### config.mk
export PLATFORM = sky130hd
export DESIGN_NAME = uart_rx_ctrl
export DESIGN_NICKNAME = d
export VERILOG_FILES = /design/src/rtl/uart_rx_ctrl.sv
export SDC_FILE = /design/constraint.sdc
export NUM_CORES = 1
export LEC_CHECK = 0
export CORE_UTILIZATION = 36
export CTS_BUF_LIST = sky130_fd_sc_hd__clkbuf_8
export DETAILED_ROUTE_END_ITERATION = 10
export SYNTH_ARGS = -nofsm -noshare
export SYNTH_HDL_FRONTEND = slang
export SYNTH_SLANG_ARGS = --single-unit
### constraint.sdc
create_clock -name clk -period 6.4 [get_ports clk]
set_input_delay 0.96 -clock clk [delete_from_list [all_inputs] [get_ports clk]]
set_output_delay 0.96 -clock clk [all_outputs]
set_load 0.01 [all_outputs]
### src/rtl/uart_rx_ctrl.sv
// UART receive controller: enable sequencing with graceful stop, receive FIFO
// with registered pop port, sticky status flags and a level interrupt.
module uart_rx_ctrl #(
  parameter int PAYLOAD_BITS = 8,
  parameter int DEPTH        = 16,
  parameter int TO_BITS      = 16
) (
  input  logic                      clk,
  input  logic                      resetn,
  input  logic                      cfg_rx_en,
  input  logic [$clog2(DEPTH):0]    cfg_thresh,
  input  logic [TO_BITS-1:0]        cfg_timeout,
  input  logic                      fifo_flush,
  input  logic [2:0]                clr_flags,
  output logic                      uart_rx_en,
  input  logic                      rx_valid,
  input  logic                      rx_break,
  input  logic                      rx_busy,
  input  logic [PAYLOAD_BITS-1:0]   rx_data,
  input  logic                      rd_en,
  output logic                      rd_valid,
  output logic [PAYLOAD_BITS-1:0]   rd_data,
  output logic [$clog2(DEPTH):0]    fifo_count,
  output logic                      fifo_empty,
  output logic                      fifo_full,
  output logic [2:0]                flags,
  output logic                      irq
);
  localparam int AW = $clog2(DEPTH);
  localparam int CW = AW + 1;

  typedef enum logic [1:0] {OFF, ON, DRAIN} state_t;

  state_t                  state_q;
  logic                    uart_rx_en_q;
  logic [PAYLOAD_BITS-1:0] mem_q [DEPTH];
  logic [AW-1:0]           wr_ptr_q, wr_ptr_d, rd_ptr_q, rd_ptr_d;
  logic [CW-1:0]           count_q, count_d;
  logic                    rd_valid_q, rd_valid_d;
  logic [PAYLOAD_BITS-1:0] rd_data_q, rd_data_d;
  logic [2:0]              flags_q, flags_d;
  logic                    irq_q, irq_d;
  logic [TO_BITS-1:0]      to_q, to_d;

  logic empty, full, push_req, pop_acc, push_acc, do_push, do_pop;
  logic overrun, brk, to_hit;

  assign empty    = (count_q == '0);
  assign full     = (count_q == CW'(DEPTH));
  assign push_req = rx_valid & ~rx_break;
  assign pop_acc  = rd_en & ~empty;
  // A pop in the same cycle frees the slot, so a full FIFO still accepts the word.
  assign push_acc = push_req & (~full | pop_acc);
  assign do_pop   = pop_acc & ~fifo_flush;
  assign do_push  = push_acc & ~fifo_flush;
  assign overrun  = push_req & full & ~pop_acc;
  assign brk      = rx_valid & rx_break;
  assign to_hit   = (cfg_timeout != '0) && (to_q == cfg_timeout);

  always_ff @(posedge clk) begin
    if (!resetn) begin
      state_q      <= OFF;
      uart_rx_en_q <= 1'b0;
    end else begin
      case (state_q)
        OFF: if (cfg_rx_en) begin
          state_q      <= ON;
          uart_rx_en_q <= 1'b1;
        end
        ON: if (!cfg_rx_en) begin
          state_q      <= rx_busy ? DRAIN : OFF;
          uart_rx_en_q <= rx_busy;
        end
        DRAIN: if (cfg_rx_en) begin
          state_q      <= ON;
          uart_rx_en_q <= 1'b1;
        end else if (rx_valid || !rx_busy) begin
          state_q      <= OFF;
          uart_rx_en_q <= 1'b0;
        end
        default: begin
          state_q      <= OFF;
          uart_rx_en_q <= 1'b0;
        end
      endcase
    end
  end

  always_comb begin
    wr_ptr_d   = wr_ptr_q;
    rd_ptr_d   = rd_ptr_q;
    count_d    = count_q;
    rd_valid_d = do_pop;
    rd_data_d  = rd_data_q;
    if (do_push) wr_ptr_d = wr_ptr_q + AW'(1);
    if (do_pop) begin
      rd_ptr_d  = rd_ptr_q + AW'(1);
      rd_data_d = mem_q[rd_ptr_q];
    end
    case ({do_push, do_pop})
      2'b10:   count_d = count_q + CW'(1);
      2'b01:   count_d = count_q - CW'(1);
      default: count_d = count_q;
    endcase
    if (fifo_flush) begin
      wr_ptr_d = '0;
      rd_ptr_d = '0;
      count_d  = '0;
    end

    // Idle timer only runs while data sits unread in the FIFO.
    to_d = to_q;
    if (do_push || do_pop || fifo_flush || empty || cfg_timeout == '0)
      to_d = '0;
    else if (to_q != '1)
      to_d = to_q + TO_BITS'(1);

    flags_d = (flags_q & ~clr_flags) | {to_hit, brk, overrun};
    irq_d   = ((cfg_thresh != '0) && (count_q >= cfg_thresh)) | (|flags_q);
  end

  always_ff @(posedge clk) begin
    if (do_push) mem_q[wr_ptr_q] <= rx_data;
  end

  always_ff @(posedge clk) begin
    if (!resetn) begin
      wr_ptr_q   <= '0;
      rd_ptr_q   <= '0;
      count_q    <= '0;
      rd_valid_q <= 1'b0;
      rd_data_q  <= '0;
      flags_q    <= '0;
      irq_q      <= 1'b0;
      to_q       <= '0;
    end else begin
      wr_ptr_q   <= wr_ptr_d;
      rd_ptr_q   <= rd_ptr_d;
      count_q    <= count_d;
      rd_valid_q <= rd_valid_d;
      rd_data_q  <= rd_data_d;
      flags_q    <= flags_d;
      irq_q      <= irq_d;
      to_q       <= to_d;
    end
  end

  assign uart_rx_en = uart_rx_en_q;
  assign rd_valid   = rd_valid_q;
  assign rd_data    = rd_data_q;
  assign fifo_count = count_q;
  assign fifo_empty = empty;
  assign fifo_full  = full;
  assign flags      = flags_q;
  assign irq        = irq_q;
endmodule

## Word level (Yosys, flattened, before mapping)

Memory sizes are Yosys's and may differ from the RTL's. A register that Yosys moved wholly into a read port is not among the register bits.
Cells that the tools add are included.

- Bits in registers: 37
- Bits in writable memories: 128
- Input bits: 40
- Memories: 1

- Add/subtract/negate cells: 5
- Order comparisons: 1
- Equality and inequality tests: 10
- Muxes and demuxes: 14
- Bitwise operators: 19
- Reduce and logical (&&, ||, !) cells: 19

Memories:

| name | depth | bits a word | read ports | clocked after Yosys merged registers in | wr ports | line | source |
|---|---|---|---|---|---|---|---|
| mem_q | 16 | 8 | 1 | 1 | 1 | 36 | `logic [PAYLOAD_BITS-1:0] mem_q [DEPTH];` |

Operator list:

| operator | number |
|---|---|
| 16-bit by 1-bit adder with 16-bit output (second input constant) | 1 |
| 16-bit equality test | 1 |
| 16-bit zero test | 1 |
| 16-bit != test (second input constant) | 1 |
| 16-bit nonzero test | 1 |
| 2-bit two-way mux | 5 |
| 5-bit case mux with 2 select lines | 1 |
| 4-bit by 1-bit adder with 4-bit output (second input constant) | 2 |
| 1-bit AND | 8 |
| 1-bit two-way mux | 6 |
| 1-bit NOT | 6 |
| 2-bit case mux with 3 select lines | 1 |
| 5-bit by 1-bit adder with 5-bit output (second input constant) | 1 |
| 5-bit equality test (second input constant) | 1 |
| 5-bit >= comparator | 1 |
| 5-bit zero test | 1 |
| 1-bit logical OR | 5 |
| 5-bit nonzero test | 1 |
| 5-bit by 1-bit subtractor with 5-bit output (second input constant) | 1 |
| 2-bit by 1-bit equality test with 1-bit output (second input constant) | 2 |
| 2-bit equality test (second input constant) | 2 |
| 2-bit != test (second input constant) | 2 |
| 2-bit OR reduction | 2 |
| 3-bit AND | 1 |
| other kinds (11) | 14 |

## Depth between registers and ports, before layout

- Depth in word-level cells: 11
- Depth in mapped cells: 13
- Mapped depth without buffers: 12

## Worst setup path before layout

OpenSTA, ideal clock, no wires.

- Path kind: in2reg
- From: in rx_break
- To: reg count_q[4], in the netlist fifo_count[4]
- Arrival time: 3.143 ns
- Required time: 6.329 ns
- Setup slack: 3.186 ns
- Cell stages on the path: 11
- Path through: nand2b_1 -> a311oi_4 -> inv_1 -> ha_1 -> xor2_1 -> ha_1 -> a211o_1 -> a21oi_1 -> a221oi_1 -> or3_1 -> a21oi_1

- Longest elaborated chain between the ends: 6
- Elaborated cells between the ends (all ways): 8
- Classes of those cells: eq/ne: 2; mux: 1; bitwise: 4; reduce/logical: 1

Ends and longest elaborated chain:

| element | line | source |
|---|---|---|
| from (decl) | 17 | `input logic rx_break,` |
| 1-bit NOT (*) | 50 | `assign push_req = rx_valid & ~rx_break;` |
| 1-bit AND (*) | 50 |  |
| 1-bit AND (*) | 53 | `assign push_acc = push_req & (~full \| pop_acc);` |
| 1-bit AND (*) | 55 | `assign do_push = push_acc & ~fifo_flush;` |
| 2-bit by 1-bit equality test with 1-bit output / 2-bit equality test (equally long branches) | 100 | `case ({do_push, do_pop})` |
| 5-bit case mux with 2 select lines / 2-bit nonzero test (equally long branches) | -- |  |
| to (signal assigned) | 139 | `count_q <= count_d;` |
| to (decl) | 38 | `logic [CW-1:0] count_q, count_d;` |

Mark *: on every way between the ends. The rest lies on a longest branch, timed or not.
A chain may end at the register's enable or synchronous reset.

## Worst setup path in the final report

- From: in rx_valid
- To: reg count_q[4], in the netlist fifo_count[4]

- Longest elaborated chain between the ends: 5
- Elaborated cells between the ends (all ways): 7
- Classes of those cells: eq/ne: 2; mux: 1; bitwise: 3; reduce/logical: 1

Ends and longest elaborated chain:

| element | line | source |
|---|---|---|
| from (decl) | 16 | `input logic rx_valid,` |
| 1-bit AND (*) | 50 |  |
| 1-bit AND (*) | 53 |  |
| 1-bit AND (*) | 55 |  |
| 2-bit by 1-bit equality test with 1-bit output / 2-bit equality test (equally long branches) | 100 |  |
| 5-bit case mux with 2 select lines / 2-bit nonzero test (equally long branches) | -- |  |

Marked as above.

==> run summary <==
status - finished, final reports clean
setup tns final - 0 ns
CTS buffer count - 17
wire per inst - 18.3 um
GP Congestion - 0.836
Worst Setup EP - fifo_count[4]
Clock Sinks - 173
Tot GR Track Use - 15.4%
Std-Cell Rows - 52
Post-synth top flop - edfxtp_1
CP Launch Type - input port
Clock Skews - 0.0114 ns
vias in the first global route - 4,579
total wire length - 15.7 mm
Die Area - 21,400 um2
cell count after synthesis - 511
fmax - 278 MHz
largest net degree at the start of global routing - 36
Post-Syn Area - 7490 um2
hold depth - 2
Starting Density - 36.9%
setup bufs post-CTS - 0
# setup viols final - 0
period utilisation layout - 56.2%
crit path kind - input port to flip-flop
vias - 4,432
hpwl dp - 10.3 mm
CP endpoint kind - flip-flop
part of the power in registers - 58.8%
Fin. Hold Viols - 0
Peak VDD IR - 237 uV
chip width - 146 um
share of flip-flops with an asynchronous set or reset - 0%
Final ANT Viol Nets - 0
Top Ports - 61
post_cts resized - 0
EDFF count, synth - 128
placed cell count - 826
CTS H-tree depth - 4
required time of the critical path - 6.77 ns
P_leak - 2.79 nW
Worst Tran Pin Value - 0.892 ns
n_diodes - 0
Seq/Total Area, Yosys - 63.4%
DRC Markers - 0
Slew Viols, Final - 0
cells on worst reg2reg path - 11
Sw Pwr - 0.000459 W
Slew headroom - 40.3%
power per cell area - 235 nW/um2
count of cell types in the netlist - 54
Post-Layout Cell Count - 858
Clock power frac - 37.3%
root buffer cell - clkbuf_8
worst r2r src - fifo_count[1]
Clock Tree Buf Depth - 2
Worst R2R End - fifo_count[4]
initial antenna violation count - 0
hold buffers post-CTS - 0
Sw Ratio - 22.3%
1st-iter DRT viols - 229
Hold WC Path Type - flip-flop to flip-flop
Area growth, synth to finish - 17.0%
Vias/cell - 5.17
core area - 20,300 um2
Mapped Nets - 567
R2R setup slack - 3.21 ns
Seq cells post-synth - 173
first-pass GRT wire length - 25.2 mm
Final #Nets - 631
RSZ-0062 raised after global routing - false
CTS tree - done
P_int - 0.00160 W
Logic pwr share - 3.9%
YS warnings - 0
layout cells sized above 1 - 13.8%
Die Height - 146 um
max-cap check violation count - 0
Syn Area/Cell - 14.6 um2
clock-pin slew on the worst setup and hold paths - 0.09 ns
Critical Path AT - 3.96 ns
drt pass-1 iters - 4
critical-path maximum fanout - 8
worst skew pair latency - 0.45 ns
IO buf count - 60
CP Launch Point - rx_valid
crit path time final - 3.60 ns
total grt overflow - 0
==> synth_stat cells, drive strengths merged, types with 14 or more instances <==
| library cell | number | area share, % |
|---|---|---|
| xor2 | 28 | 3.3 |
| nor2 | 48 | 2.4 |
| inv | 20 | 1.0 |
| buf | 14 | 1.1 |
| nand3 | 18 | 1.3 |
| ha | 16 | 2.7 |
| nand2 | 23 | 1.5 |
| mux2i | 20 | 2.7 |
| nor3 | 14 | 1.0 |
| dfxtp | 45 | 12 |
| mux4 | 32 | 9.6 |
| edfxtp | 128 | 51 |
==> metal layers <==
metal / track usage [%] / routed length [um] / up-vias
met5: 0 / 0 / -
met4: 3.44 / 55 / 0
met3: 3.91 / 1180 / 6
met2: 26.0 / 7680 / 141
met1: 20.0 / 6750 / 2200
li1: - / - / 2085
==> area by class of cell <==
type                            instances  area, um2
Fill cell                            1853      11500
Clock buffer                           17        234
Sequential cell                       173       4750
Clock inverter                         15        160
Tap cell                              270        338
Multi-Input combinational cell        296       2550
Inverter                               20       77.6
Timing Repair Buffer                   67        653
==> worst min-delay path by stage <==
| stage | from | endpoint | slack [ns] |
|---|---|---|---|
| finish | flags[1] | flags[1] | 0.51 |
| global route | rd_data[0] | rd_data[0] | 0.55 |
| CTS | flags[1] | flags[1] | 0.51 |
| detailed placement | flags[1] | flags[1] | 0.50 |
| global placement | flags[1] | flags[1] | 0.49 |
| floorplan | state_q[1] | state_q[0] | 0.47 |
==> registers in the layout, indices dropped and copies added, names as in the netlist <==
signal	count
mem_q	128
uart_rx_en	1
wr_ptr_q	4
fifo_count	5
flags	3
rd_valid	1
rd_data	8
rd_ptr_q	4
state_q	2
to_q	16
irq	1
==> cell families after synthesis <==
group / share of synthesized area [%]
adder cells (fa/ha/maj): 2.67
AO/OA/AOI/OAI: 4.60
XOR/XNOR: 4.10
flip-flops: 63.4
AND/OR/NAND/NOR: 10.4
buffers and inverters: 2.57
multiplexers: 12.3
==> cell usage in the layout (no fill, tap or decap), types with 13 or more instances in the layout <==
master	count
mux2i_1	20
ha_1	16
inv_1	20
edfxtp_1	128
nor2_1	48
mux4_2	32
xor2_1	28
nor3_1	13
nand3_1	17
clkdlybuf4s50_1	60
nand2_1	21
clkbuf_8	17
dfxtp_1	44
==> metrics by stage <==
stage	cell area, um2	power (W)	worst slack [ns]	hold WS [ns]	util, %
floorplan	7490	0.00126	3.19	0.468	-
global placement	8360	0.00131	2.45	0.487	41.2
detailed placement	8360	0.00132	2.39	0.498	41.2
CTS	8760	0.00208	2.85	0.511	43.1
global route	8760	0.00212	2.67	0.547	43.1
finish	8760	0.00206	2.80	0.509	43.1
==> worst max-delay path: stages <==
cell	delay, ns
clkdlybuf4s50_1	0.55
nand2b_1	0.16
a311oi_4	0.42
inv_1	0.14
ha_1	0.33
xor2_1	0.18
ha_1	0.24
a211o_1	0.28
a21oi_1	0.15
a221oi_1	0.08
or3_1	0.33
a21oi_1	0.14
==> power groups by stage <==
stage                     clock [W]  combinational (W)  sequential (W)
after global routing       0.000824          0.0000883         0.00121
after floorplan                   0          0.0000278         0.00123
after global placement            0          0.0000781         0.00123
after CTS                  0.000786          0.0000812         0.00121
final                      0.000767          0.0000803         0.00121
after detailed placement          0          0.0000806         0.00123
No activity file was read; power rests on OpenSTA's default activity.
